## config.mk

```make
export PLATFORM = sky130hd
export DESIGN_NAME = seq_detector_param_flat
export DESIGN_NICKNAME = d
export VERILOG_FILES = /design/src/rtl/seq_detector_param_if.sv /design/src/rtl/seq_detector_param.sv /design/src/flat_wrapper.sv
export SDC_FILE = /design/constraint.sdc
export NUM_CORES = 1
export LEC_CHECK = 0
export CAP_MARGIN = 40
export CORE_MARGIN = 5
export CORE_UTILIZATION = 51
export CTS_BUF_LIST = sky130_fd_sc_hd__clkbuf_8
export DETAILED_ROUTE_END_ITERATION = 10
export PLACE_DENSITY = 0.78
export SYNTH_ARGS = -nofsm -noshare
export SYNTH_HDL_FRONTEND = slang
export SYNTH_SLANG_ARGS = --single-unit
```

## constraint.sdc

```tcl
create_clock -name clk -period 2.4 [get_ports clk]
set_clock_uncertainty 0.15 [all_clocks]
set_input_delay 0.6 -clock clk [delete_from_list [all_inputs] [get_ports clk]]
set_output_delay 0.6 -clock clk [all_outputs]
set_load 0.05 [all_outputs]
```

## src/rtl/seq_detector_param_if.sv

```systemverilog
// Stream/status bundle for seq_detector_param.
// Optional care_mask signal is present only when SEQ_DET_MASK_EN is defined.
interface seq_detector_param_if #(
  parameter int unsigned LEN   = 4,
  parameter int unsigned CNT_W = 8
);
  localparam int unsigned FILL_W = $clog2(LEN + 1);

  logic              sync_clear;
  logic              in_valid;
  logic              din;
  logic              overlap_en;
`ifdef SEQ_DET_MASK_EN
  logic [LEN-1:0]    care_mask;
`endif
  logic              match;
  logic              match_q;
  logic [CNT_W-1:0]  match_count;
  logic [FILL_W-1:0] fill;

`ifdef SEQ_DET_MASK_EN
  // Upstream serialiser side
  modport master (
    output sync_clear, in_valid, din, overlap_en, care_mask,
    input  match, match_q, match_count, fill
  );
  // Detector side
  modport slave (
    input  sync_clear, in_valid, din, overlap_en, care_mask,
    output match, match_q, match_count, fill
  );
`else
  // Upstream serialiser side
  modport master (
    output sync_clear, in_valid, din, overlap_en,
    input  match, match_q, match_count, fill
  );
  // Detector side
  modport slave (
    input  sync_clear, in_valid, din, overlap_en,
    output match, match_q, match_count, fill
  );
`endif
endinterface

```

## src/rtl/seq_detector_param.sv

```systemverilog
// Parametrised serial pattern detector with overlap control, Mealy match,
// registered match flag and saturating hit counter.
// Define SEQ_DET_MASK_EN to enable per-bit don't-care masking via care_mask.
// Detection phase is implicit in fill: EMPTY (0), FILLING (<LEN-1), ARMED (>=LEN-1).
module seq_detector_param #(
  parameter int unsigned    LEN     = 4,
  parameter logic [LEN-1:0] PATTERN = LEN'(4'b1011),
  parameter int unsigned    CNT_W   = 8
) (
  input  logic                 clk,
  input  logic                 async_reset_n,
  seq_detector_param_if.slave  bus
);

  localparam int unsigned FILL_W = $clog2(LEN + 1);
  localparam int unsigned HIST_W = LEN - 1;

  // Only the newest LEN-1 bits can ever reach the comparator, so the oldest
  // history bit is not stored.
  logic [HIST_W-1:0] hist_q, hist_d;
  logic [FILL_W-1:0] fill_q, fill_d;
  logic [CNT_W-1:0]  cnt_q,  cnt_d;
  logic              match_r_q, match_r_d;

  logic [LEN-1:0]    cand;
  logic              hit;
  logic              armed;
  logic              match_c;

  // Candidate word and comparator (Mealy path)
  always_comb begin
    cand = {hist_q, bus.din};
`ifdef SEQ_DET_MASK_EN
    hit  = ((cand ^ PATTERN) & bus.care_mask) == '0;
`else
    hit  = (cand == PATTERN);
`endif
    armed   = (fill_q >= FILL_W'(LEN - 1));
    match_c = bus.in_valid & ~bus.sync_clear & armed & hit;
  end

  // Next-state: clear > match > shift > hold
  always_comb begin
    hist_d    = hist_q;
    fill_d    = fill_q;
    cnt_d     = cnt_q;
    match_r_d = match_c;
    if (bus.sync_clear) begin
      hist_d    = '0;
      fill_d    = '0;
      cnt_d     = '0;
      match_r_d = 1'b0;
    end else if (match_c) begin
      if (~&cnt_q) begin
        cnt_d = cnt_q + CNT_W'(1);
      end
      if (bus.overlap_en) begin
        hist_d = cand[HIST_W-1:0];
        fill_d = FILL_W'(LEN);
      end else begin
        hist_d = '0;
        fill_d = '0;
      end
    end else if (bus.in_valid) begin
      hist_d = cand[HIST_W-1:0];
      if (fill_q != FILL_W'(LEN)) begin
        fill_d = fill_q + FILL_W'(1);
      end
    end
  end

  // State registers
  always_ff @(posedge clk or negedge async_reset_n) begin
    if (!async_reset_n) begin
      hist_q    <= '0;
      fill_q    <= '0;
      cnt_q     <= '0;
      match_r_q <= 1'b0;
    end else begin
      hist_q    <= hist_d;
      fill_q    <= fill_d;
      cnt_q     <= cnt_d;
      match_r_q <= match_r_d;
    end
  end

  assign bus.match       = match_c;
  assign bus.match_q     = match_r_q;
  assign bus.match_count = cnt_q;
  assign bus.fill        = fill_q;

endmodule

```

## src/flat_wrapper.sv

```systemverilog
// flat-port wrapper written by rule: the top's interface ports become plain ports
module seq_detector_param_flat 
#(
  parameter int unsigned    LEN     = 4,
  parameter logic [LEN-1:0] PATTERN = LEN'(4'b1011),
  parameter int unsigned    CNT_W   = 8
)
  (clk, async_reset_n, bus_sync_clear, bus_in_valid, bus_din, bus_overlap_en, bus_match, bus_match_q, bus_match_count, bus_fill);
  seq_detector_param_if #(.LEN(LEN), .CNT_W(CNT_W)) bus_i ();
  input  logic clk;
  input  logic async_reset_n;
  input wire logic [$bits(bus_i.sync_clear)-1:0] bus_sync_clear;
  input wire logic [$bits(bus_i.in_valid)-1:0] bus_in_valid;
  input wire logic [$bits(bus_i.din)-1:0] bus_din;
  input wire logic [$bits(bus_i.overlap_en)-1:0] bus_overlap_en;
  output wire logic [$bits(bus_i.match)-1:0] bus_match;
  output wire logic [$bits(bus_i.match_q)-1:0] bus_match_q;
  output wire logic [$bits(bus_i.match_count)-1:0] bus_match_count;
  output wire logic [$bits(bus_i.fill)-1:0] bus_fill;
  assign bus_i.sync_clear = bus_sync_clear;
  assign bus_i.in_valid = bus_in_valid;
  assign bus_i.din = bus_din;
  assign bus_i.overlap_en = bus_overlap_en;
  assign bus_match = bus_i.match;
  assign bus_match_q = bus_i.match_q;
  assign bus_match_count = bus_i.match_count;
  assign bus_fill = bus_i.fill;
  seq_detector_param #(.LEN(LEN), .PATTERN(PATTERN), .CNT_W(CNT_W)) u_core (.clk(clk), .async_reset_n(async_reset_n), .bus(bus_i));
endmodule
```

==> flow_summary.toml <==
[routing]
vias = 750
drt_pass1_iterations = 4
drt-total-wl_mm = 2.03
drt_iter0_markers = 15
route.detailed.drc = 0
vias_per_cell = 5.60
ant_nets = 0
wl_per_cell_um = 15.2

[global_routing]
grt_pass1_wl_mm = 3.56
grt_overflow = 0
antenna_found_initial = 0
grt_usage_pct = 18.0
grt_pass1_vias = 780
grt_max_degree = 13

[cells_and_area]
design_area_um2 = 1200
regArea_um2 = 379
nets = 129
diodes = 0
drive_gt1_share_pct = 26.3
multi_input_area_um2 = 439
area_growth_pct = 42.8
fill_cells = 111

[power_and_ir_drop]
intPower_uw = 404
pwr-share-clk_pct = 36.9
switching_share_pct = 23.6
ir_drop_v = 0.000350
p_comb_share_pct = 13.5
p_seq_share_pct = 49.5
power_density_nw_per_um2 = 440
power_leakage_nw = 0.544
net-switching-power_uw = 125

[critical_path]
cp-end-kind = "output pin"
critPathLaunchType = "primary input"
critPathMaxFanout = 2
crit_type = "primary input to output pin"
arrival_ns = 1.62
worst-r2r-setup-slack_ns = 0.30
required_ns = 1.65

[floorplanning]
ios = 19
start_util_pct = 54.6
dieWidth_um = 50.6
coreArea_um2 = 1540
dieArea_um2 = 2560
die_height_um = 50.6
fp-row-count = 14

[synth]
synth_area_um2 = 842
ys_types = 32
syn-num-nets = 96
syn_inst = 86
yosysSeqAreaShare_pct = 44.6
avgSynthCellArea_um2 = 9.79
ys_ff_latch = 15
ys_warn_count = 0

[cts]
cts_hold_buf = 0
cts.path.max_buffers = 2
h-tree-depth = 1
clk_pin_slew_worst_paths_ns = 0.06
cts_tree = "done"
insertion_delay_ns = 0.24
cts_root_buf = "clkbuf_8"
clock-sinks = 15
cts_buffers = 3

[worst_hold_path]
hold_class = "flip-flop to flip-flop"

[sta]
worst_slack_ns = 0.0286
finalMaxSlewViolations = 0
hold_ws_ns = 0.392
fin_crit_sh_pct = 98.8
finalSetupViolCount = 0
fin_crit_ns = 2.37
achievable-frequency_mhz = 422
slew-limit-headroom_pct = 66.4
tightestPinTransition_ns = 0.503
hold_violations = 0
rsz0062_at_grt = "false"

[outcome]
status = "finished clean"

[place]
place_congestion = 0.859
post-dp-hpwl_mm = 1.46
post-place-ws_ns = -0.297
dpl_cell_area_um2 = 1110
io_buffers = 18

[run]
maxCapViolCount = 0
## cell families (layout without fill, tap and decap cells)
family / Yosys count / count (layout) / share of synthesized area [%]
adders and majority gates: 4 / 4 / 5.94
DFF: 15 / 15 / 44.6
AOI/OAI and AO/OA: 20 / 20 / 17.2
buffers and inverters: 11 / 43 / 5.94
muxes: 4 / 4 / 5.05
and+or+nand+nor: 32 / 32 / 21.2
## per-layer routing
layer,share of wire (%),vias to the layer above,track usage (%)
met2,51,16,30.6
met1,43,354,21.5
li1,-,378,-
met4,0.69,0,6.38
met5,0,-,0
met3,5.2,2,4.73
## power groups by stage
stage | sequential (mW) | combinational [mW] | clock, mW
2_1_floorplan | 0.277 | 0.0202 | 0
3_3_place_gp | 0.268 | 0.0589 | 0
3_5_place_dp | 0.268 | 0.0612 | 0
4_1_cts | 0.262 | 0.0674 | 0.203
5_1_grt | 0.263 | 0.0779 | 0.219
6_report | 0.262 | 0.0716 | 0.195
## synth_stat cells
| master | number | area, um2 |
|---|---|---|
| nand4b_4 | 1 | 23.8 |
| mux2_2 | 2 | 22.5 |
| inv_1 | 8 | 30.0 |
| o31ai_1 | 2 | 15.0 |
| o21ai_0 | 1 | 5.00 |
| dfrtp_1 | 15 | 375 |
| o211ai_1 | 3 | 22.5 |
| or3b_2 | 1 | 8.76 |
| buf_2 | 1 | 5.00 |
| clkbuf_1 | 1 | 3.75 |
| nand4_1 | 1 | 6.26 |
| a32oi_1 | 1 | 8.76 |
| or4_1 | 1 | 7.51 |
| o41ai_1 | 1 | 8.76 |
| nand2b_1 | 2 | 12.5 |
| a211oi_1 | 1 | 7.51 |
| o311ai_1 | 2 | 17.5 |
| nor2b_1 | 3 | 18.8 |
| nor3_1 | 1 | 5.00 |
| or3_1 | 2 | 12.5 |
| a311oi_1 | 2 | 17.5 |
| a31o_2 | 1 | 8.76 |
| nand2_1 | 10 | 37.5 |
| ha_1 | 4 | 50.1 |
| mux2i_1 | 2 | 20.0 |
| and3_1 | 1 | 6.26 |
| o311ai_0 | 1 | 8.76 |
| buf_6 | 1 | 11.3 |
| or2_2 | 1 | 6.26 |
| a21oi_1 | 5 | 25.0 |
| nand3_1 | 3 | 15.0 |
| nor2_1 | 5 | 18.8 |
## critical path: stages
cell and delay [ns]:
dlygate4sd2_1 0.25, nand2b_4 0.15, or3_4 0.38, clkinvlp_4 0.10, buf_12 0.13
## area by class of cell
type                            count  share of cell area, %
Timing Repair Buffer               31                   23.7
Sequential cell                    15                   31.5
Multi-Input combinational cell     60                   36.5
Clock buffer                        3                   3.43
Tap cell                           16                   1.66
Clock inverter                      1                  0.312
Inverter                            8                   2.81
## path summary, 6_finish.rpt
kind                                      startpoint                        end  depth (start not counted)
max                                   bus_sync_clear                  bus_match                          5
min                        u_core.bus.match_count[0]  u_core.bus.match_count[0]                          1
max reg2reg                       u_core.bus.fill[1]  u_core.bus.match_count[5]                          7
min reg2reg                u_core.bus.match_count[0]  u_core.bus.match_count[0]                          1
max in group asynchronous              async_reset_n  u_core.bus.match_count[7]                          2
min in group asynchronous              async_reset_n  u_core.bus.match_count[6]                          1
## registers in the layout, summed over array words and instances, names as in the netlist
signal / flops
u_core.hist_q: 3
u_core.bus.match_count: 8
u_core.bus.fill: 3
u_core.bus.match_q: 1
## repair_timing
action / 4_1_cts / 5_1_grt
setup endpoints to repair: 5 / 1
resized for setup: 6 / 1
buffers inserted: 2 / 2
pin swaps: 1 / 0
## layout by cell type (no fill, tap or decap), types with 2 or more instances in the layout
cell	count
buf_4	13
o311ai_1	2
clkdlybuf4s50_1	14
a311oi_1	2
o31ai_1	2
clkbuf_8	3
inv_1	8
nor2_1	5
nand2_1	10
dfrtp_1	12
mux2_2	2
dlygate4sd2_1	2
mux2i_1	2
ha_1	3
a21oi_1	5
dfrtp_2	3
nor2b_1	3
nand3_1	3
o211ai_1	3
## stage by stage
| step | total power, mW | util (%) | instances | setup TNS, ns |
|---|---|---|---|---|
| global placement | 0.327 | 72.2 | 126 | -1.73 |
| finish | 0.528 | 78.0 | 134 | 0 |
| global route | 0.559 | 78.0 | 134 | 0 |
| detailed placement | 0.329 | 72.2 | 126 | -2.11 |
| CTS | 0.533 | 76.9 | 132 | 0 |
| floorplan | 0.297 | - | 86 | 0 |
(Power assumes the default switching activity.)
